$ cat src/rtl/psoc_audio_fifo.sv
`default_nettype none
// ----------------------------------------------------------------------------
// psoc_audio_fifo: first-word fall-through stereo sample FIFO feeding the DAC.
// Revision 1.0
// ----------------------------------------------------------------------------
module psoc_audio_fifo #(
  parameter int unsigned DEPTH     = 16,
  parameter int unsigned LOW_WATER = 4
) (
  input  logic                       clk,
  input  logic                       rst,
  input  logic                       wr_valid,
  input  logic [47:0]                wr_data,
  output logic                       wr_ready,
  output logic [47:0]                fifo_data,
  input  logic                       fifo_ready,
  input  logic                       flush,
  output logic [$clog2(DEPTH):0]     level,
  output logic                       low_water,
  output logic                       underrun,
  input  logic                       underrun_clr
);

  localparam int unsigned AW = $clog2(DEPTH);
  localparam logic [AW:0] LOW_WATER_LVL = (AW + 1)'(LOW_WATER);

  logic [47:0] mem_q [DEPTH];

  logic [AW:0] wr_ptr_q, wr_ptr_d;
  logic [AW:0] rd_ptr_q, rd_ptr_d;
  logic [AW:0] level_q,  level_d;
  logic        underrun_q, underrun_d;

  logic empty;
  logic full;
  logic do_wr;
  logic do_pop;
  logic pop_empty;

  // Pointers carry one extra wrap bit so full and empty are distinguishable.
  assign empty     = (wr_ptr_q == rd_ptr_q);
  assign full      = (wr_ptr_q[AW-1:0] == rd_ptr_q[AW-1:0]) && (wr_ptr_q[AW] != rd_ptr_q[AW]);
  assign do_wr     = wr_valid && !full && !flush;
  assign do_pop    = fifo_ready && !empty;
  assign pop_empty = fifo_ready && empty;

  always_comb begin
    wr_ptr_d   = wr_ptr_q;
    rd_ptr_d   = rd_ptr_q;
    level_d    = level_q;
    underrun_d = underrun_q;

    if (flush) begin
      wr_ptr_d = '0;
      rd_ptr_d = '0;
      level_d  = '0;
    end else begin
      if (do_wr)  wr_ptr_d = wr_ptr_q + 1'b1;
      if (do_pop) rd_ptr_d = rd_ptr_q + 1'b1;
      case ({do_wr, do_pop})
        2'b10:   level_d = level_q + 1'b1;
        2'b01:   level_d = level_q - 1'b1;
        default: level_d = level_q;
      endcase
    end

    // A new underrun event wins over a coincident clear.
    if (pop_empty) begin
      underrun_d = 1'b1;
    end else if (underrun_clr) begin
      underrun_d = 1'b0;
    end
  end

  always_ff @(posedge clk or negedge rst) begin
    if (!rst) begin
      wr_ptr_q   <= '0;
      rd_ptr_q   <= '0;
      level_q    <= '0;
      underrun_q <= 1'b0;
    end else begin
      wr_ptr_q   <= wr_ptr_d;
      rd_ptr_q   <= rd_ptr_d;
      level_q    <= level_d;
      underrun_q <= underrun_d;
    end
  end

  // Storage is not reset; stale entries are masked while the FIFO is empty.
  always_ff @(posedge clk) begin
    if (do_wr) begin
      mem_q[wr_ptr_q[AW-1:0]] <= wr_data;
    end
  end

  assign wr_ready  = !full;
  assign fifo_data = empty ? 48'h0 : mem_q[rd_ptr_q[AW-1:0]];
  assign level     = level_q;
  assign low_water = (level_q <= LOW_WATER_LVL);
  assign underrun  = underrun_q;

endmodule
`default_nettype wire

$ cat config.mk
export PLATFORM = sky130hd
export DESIGN_NAME = psoc_audio_fifo
export DESIGN_NICKNAME = d
export VERILOG_FILES = /design/src/rtl/psoc_audio_fifo.sv
export SDC_FILE = /design/constraint.sdc
export NUM_CORES = 1
export LEC_CHECK = 0
export CORE_MARGIN = 2
export CORE_UTILIZATION = 45
export CTS_CLUSTER_DIAMETER = 150
export CTS_CLUSTER_SIZE = 28
export DETAILED_ROUTE_END_ITERATION = 8
export PLACE_DENSITY_LB_ADDON = 0.1
export SYNTH_ARGS = -nofsm -noshare
export SYNTH_HDL_FRONTEND = slang
export SYNTH_SLANG_ARGS = --single-unit
$ cat constraint.sdc
create_clock -name clk -period 5.1 [get_ports clk]
set_clock_uncertainty 0.15 [all_clocks]
set_input_delay 0.51 -clock clk [delete_from_list [all_inputs] [get_ports clk]]
set_output_delay 0.51 -clock clk [all_outputs]
set_load 0.005 [all_outputs]
### Word-level counts from Yosys, hierarchy flattened

Memories as Yosys holds them, arrays and structs flattened.
Index checks and enable logic that the tools add are counted.

* register bits after elaboration: 16
* bits in writable memories: 768
* bits of input ports: 54
* output and inout bits: 56
* logic and storage cells: 38
* memories: 1

Memory list
* mem_q: depth 16, width 48, rd ports 1, clocked after memory_dff 0, write ports 1, RTL line 27 `logic [47:0] mem_q [DEPTH];`

* $add $sub $neg: 4
* $lt $le $gt $ge: 1
* equal/unequal tests: 5
* mux-type cells: 11
* reductions and logical operators: 12

Operators by type and width (count)
* $mux W48: 1
* $mux W5: 5
* $add A5 B1 Y5 const B: 3
* $pmux W5 S2: 1
* $reduce_bool A2 Y1: 3
* $eq A5 B5 Y1: 1
* $le A5 B3 Y1 const B: 1
* $logic_and A1 B1 Y1: 5
* $sub A5 B1 Y5 const B: 1
* $eq A4 B4 Y1: 1
* $mux W1: 4
* $logic_not A1 Y1: 3
* $reduce_bool A3 Y1: 1
* $eq A2 B1 Y1 const B: 1
* $eq A2 B2 Y1 const B: 1
* $ne A1 B1 Y1: 1

### Logic depth before layout (Yosys ltp)

* word-level depth: 8
* mapped depth: 11
* gate-level depth less buffers: 10

### Worst setup path after synthesis

OpenSTA, ideal clock, no wires.

* path type: flip-flop to flip-flop
* from: register rd_ptr_q[0]
* to: memory mem_q[3][0] (enable)
* setup time: 513 ps
* data arrival time: 4896 ps
* data required time: 4437 ps
* setup slack: -459 ps
* stages on the path, launching flop included: 8
* buffers on the path: 1
* clock period less this slack: 5559 ps
* path through: dfrtp_1 buf_2 xor2_1 nor4_4 a21boi_1 nand2_1 or2_2 nor3_1

* cells in the longest elaborated chain, start to end: 7

Ends and longest elaborated chain
* start: declaration: RTL line 30 `logic [AW:0] rd_ptr_q, rd_ptr_d;`
* start signal: assignment: RTL line 83 `rd_ptr_q <= rd_ptr_d;`
* $eq A4 B4 Y1: RTL line 42 `assign full = (wr_ptr_q[AW-1:0] == rd_ptr_q[AW-1:0]) && (wr_ptr_q[AW] != rd_ptr_q[AW]);`
* $logic_and A1 B1 Y1: RTL line 42
* $logic_not A1 Y1: RTL line 43 `assign do_wr = wr_valid && !full && !flush;`
* $logic_and A1 B1 Y1 (2 in series): RTL line 43
* $mux W1: RTL line 91 `if (do_wr) begin`
* $mux W1 (implied by the code): RTL line 92 `mem_q[wr_ptr_q[AW-1:0]] <= wr_data;`
* end: declaration: RTL line 27

No other way between the ends.

### Worst setup path after layout

* from: register rd_ptr_q[0]
* to: output fifo_data[7]

* cells in the longest elaborated chain, start to end: 2
* elaborated cells on any way between the ends: 3
* classes of those cells: eq/ne (1); mux (1); memory (1)

Ends and longest elaborated chain
* $mem_v2 Z16 W48 / $eq A5 B5 Y1 (equally long branches)
* $mux W48 (*): RTL line 97 `assign fifo_data = empty ? 48'h0 : mem_q[rd_ptr_q[AW-1:0]];`
* end: declaration: RTL line 15 `output logic [47:0] fifo_data,`

Every way passes the cells marked *; elsewhere a longest branch is shown, timed or not.

==> summary by stage <==
Cells and area
The library cell used most frequently in the layout, excluding fill and tap cells, is sky130_fd_sc_hd__edfxtp_1. The count of cells in the finished layout, fillers not included, comes to 2237. 0 antenna diodes ended up in the layout. In the layout the commonest cells are 768 x sky130_fd_sc_hd__edfxtp_1, 240 x sky130_fd_sc_hd__mux4_2, 109 x sky130_fd_sc_hd__clkdlybuf4s50_1.

From synthesis to final layout, the design area changed by 11.0%. Once layout is done, the placed cells without fillers occupy 33500 um^2. After the last flow step, the layout net total stands at 1423. In the final layout, the share of cells above drive strength 1 is 0.243.

Worst setup path
The highest fanout seen on the critical path is 40. For the worst flop-to-flop path, the logic depth is 10. STA puts the critical path data arrival time at 3.58 ns. The signal on the critical path passes through buf_4, mux4_2, mux4_2, nor2b_1, clkdlybuf4s50_1. STA classifies the critical path endpoint as a primary output. The delay of the slowest critical-path stage is around 0.67 ns. In this run the critical register-to-register path is captured at level[4].

The startpoint of the worst-slack reg-to-reg timing path is rd_ptr_q[3]. The type of the worst setup path is flip-flop to primary output. The worst register-to-register path has a setup slack of between 1 and 1.5 ns. The worst setup path is launched from a flip-flop.

The cell with the largest stage delay on the worst path is sky130_fd_sc_hd__buf_4. The data required time of the critical path is roughly 4.4 ns. By instance count, the cell type seen most on the critical path is sky130_fd_sc_hd__mux4_2.

Timing
The post-route fraction of the period consumed by the critical path is 0.832. Setup repair after global routing left no endpoint under its margin. The number of setup violations in the final report is 0.

The highest attainable clock frequency is approximately 240 MHz. In the final timing run, aggregate negative setup slack is 0 ns. Headroom to the max-slew limit came out at 0.364. The number of slew-limit violations in the final report came to 0. For the pin with the worst max-slew slack, the measured transition is ~0.95 ns. The hold violation count in the final report is 0.

For the finished layout, the period the worst path requires is 4.24 ns.

Clock tree
The number of clock buffers inserted by TritonCTS is 31. CTS built an H-tree with a depth of 1. The number of instances resized during post-cts repair is 0. The clock passes through at most 3 buffers. The number of clock sinks seen by CTS is roughly 800.

The count of hold-fix buffers inserted at cts is 0. The clock reaches the later pin of the worst-skew pair after around 0.64 ns. The CTS tree is yes.

In this run the post-CTS setup repair buffer count came out at 0. After clock tree synthesis, the clock-pin slew on the worst setup and hold paths is around 0.12 ns. The cell at the root of the clock tree is sky130_fd_sc_hd__clkbuf_16.

Yosys
The fraction of the mapped netlist area in compound gates is 0.00344. Yosys mapped a number of flops with a built-in enable equal to around 770. The adder-cell share of the synthesized area is 0.00290. The unique cell type count in the Yosys netlist is 39. Synthesis produced a netlist with a net count of roughly 1300. Counting flops with an async set or reset pin after synthesis yields a share of 0.0204. For this run, the register share of the synthesized area comes to 0.777. The area share of xor/xnor cells in the synthesized design is 0.00464. The largest family of logic cells by synthesized area is multiplexers.

For this run, the number of Yosys warnings is 0. Ranked by total cell area, the synthesized netlist is headed by sky130_fd_sc_hd__edfxtp_1 76%, sky130_fd_sc_hd__mux4_2 18%, sky130_fd_sc_hd__dfrtp_1 1.3%, sky130_fd_sc_hd__nor2b_1 1.0%, sky130_fd_sc_hd__clkbuf_1 0.50%. The post-synth design cell area is a little over 30000 um^2. Synthesis handed over a netlist of ~1300 instances. After synthesis the netlist holds a flip-flop and latch count of ~800. Of the total synthesized cell area, the portion taken by AND, OR, NAND and NOR gates is 0.0213. The share of Yosys cell area claimed by the top area cell type is 0.764. The mean cell area of the mapped netlist is ~24 um^2. The post-synthesis cell type with the largest combined area is sky130_fd_sc_hd__edfxtp_1. The mux cell area share after synthesis is 0.181.

Among all flip-flop cells after synthesis, the most frequent one is sky130_fd_sc_hd__edfxtp_1.

Placement
The HPWL after detailed placement is about 32 mm. Once placement completed, the tool counted placed cells totaling 2193. The final weighted congestion in routability-driven placement is around 0.71. Summing all placed instances gives a cell area of about 33000 um^2.

Buffers placed on the I/O ports in this run total about 110.

GRT
The global-route usage over all layers is 0.192. For this run, global-route usage on met2 was measured as 0.335. The initial antenna violation count came to 4. The leftover overflow at the end of global routing is 0. The first global-routing pass estimated a little under 100 mm of wire. The via count of the first global-routing pass is between 10000 and 15000. The met1 track demand over resource is 0.272. For this run, global-route usage on met3 was measured as 0.0208. The peak-usage layer in the global routing report is met2.

Entering global routing, the biggest net connects ~110 pins.

Die
The core region is 66100 um^2. The height of the die is 263 um. For this configuration, the core starts out at a cell density of 0.457. The die covers roughly 69000 um^2. between 100 and 150 I/O pins were placed. The placement row count is 94. The chip width is 263 um.

Power
The highest ir drop seen on vdd is approximately 260 uV. The standby leakage power is a little under 10 nW. For this design the ratio of total power to cell area is approximately 360 nW/um^2.

Detailed routing
The count of nets left with antenna violations once routing finished came out at 0. For this run, design rule violations remaining after detail routing come to 0. The first detailed-routing pass ran for 5 iterations. The wire length per cell after detailed routing is between 20 and 30 um. For this block, the routed nets add up to between 60 and 70 mm of wire. The detailed-route vias per instance is ~5.8.

Summing over every cut layer, the via total after detailed routing is roughly 13000. The number of violations reported at the end of detailed-routing iteration 0 is approximately 1200.

Flow run
Max-cap violations in this run came to 0.

Min path
The worst hold-check path type is input port to asynchronous set/reset pin.

Status
The run finished with clean final reports.
[synthesized netlist by cell type, drive strengths merged, types with 3 or more instances]
cell / number
clkbuf: 41
nor3: 7
edfxtp: 768
mux4: 240
nor4: 3
mux2i: 5
xnor2: 3
nor2b: 50
a21oi: 4
nand2b: 5
nor2: 25
nand2: 14
xor2: 13
dfrtp: 16
ha: 7
nand3: 3
inv: 3
buf: 26
[cell type report]
cell class | instances | area [um^2]
sequential | 784 | 23500
clock inverter | 1 | 8.76
inverter | 3 | 11.3
tap | 864 | 1080
multi-input combinational | 400 | 6570
timing repair buffer | 142 | 1550
fill | 5216 | 32600
clock buffer | 43 | 821
[power by group]
group	switching [W]	leakage, nW	total, W	internal [W]
clock	0.00184	0.401	0.00297	0.00113
combinational	0.000918	2.29	0.00203	0.00112
sequential	0.0000442	7.13	0.00718	0.00713
[layer usage]
layer	vias to the layer above	part of all wire
met5	-	0.00041
met4	4	0.010
met3	47	0.037
met2	200	0.51
met1	7264	0.44
li1	5500	-
[metrics by stage]
stage               hold WS, ns  utilization  power [W]  setup WS (ns)
finish                    0.155        0.507     0.0122          0.855
detailed placement        0.393        0.495    0.00941           1.43
CTS                       0.163        0.507     0.0123          0.711
global placement          0.361        0.495    0.00940           1.46
floorplan                0.0644            -    0.00861        -0.0230
global route              0.209        0.507     0.0126          0.626
[how the worst max path moves through the flow]
stage | to | depth (start not counted) | slack, ns | start
detailed placement | fifo_data[46] | 6 | 1.43 | rd_ptr_q[3]
global route | fifo_data[7] | 5 | 0.63 | rd_ptr_q[0]
finish | fifo_data[7] | 5 | 0.86 | rd_ptr_q[0]
global placement | fifo_data[46] | 6 | 1.46 | rd_ptr_q[3]
CTS | fifo_data[46] | 6 | 0.71 | rd_ptr_q[3]
floorplan | mem_q[2][0] | 6 | -0.02 | rd_ptr_q[0]
[cells by family after synthesis]
kind of cell / Yosys count
fa+ha+maj: 7
compound gates: 14
flops: 784
mux: 246
simple gates: 117
buf+inv: 70
xor+xnor: 16
[critical path, delay by kind of cell, from the launching register on]
| family | cells | cell delay, ns |
|---|---|---|
| multiplexers | 2 | 1.11 |
| flip-flops | 1 | 0.50 |
| buffers and inverters | 2 | 1.12 |
| AND/OR/NAND/NOR | 1 | 0.16 |
[registers in the layout, summed over array words and instances (netlist names)]
signal	cells
wr_ptr_q	5
level	5
underrun	1
mem_q	768
rd_ptr_q	5
Power figures use the tool's default switching activity.
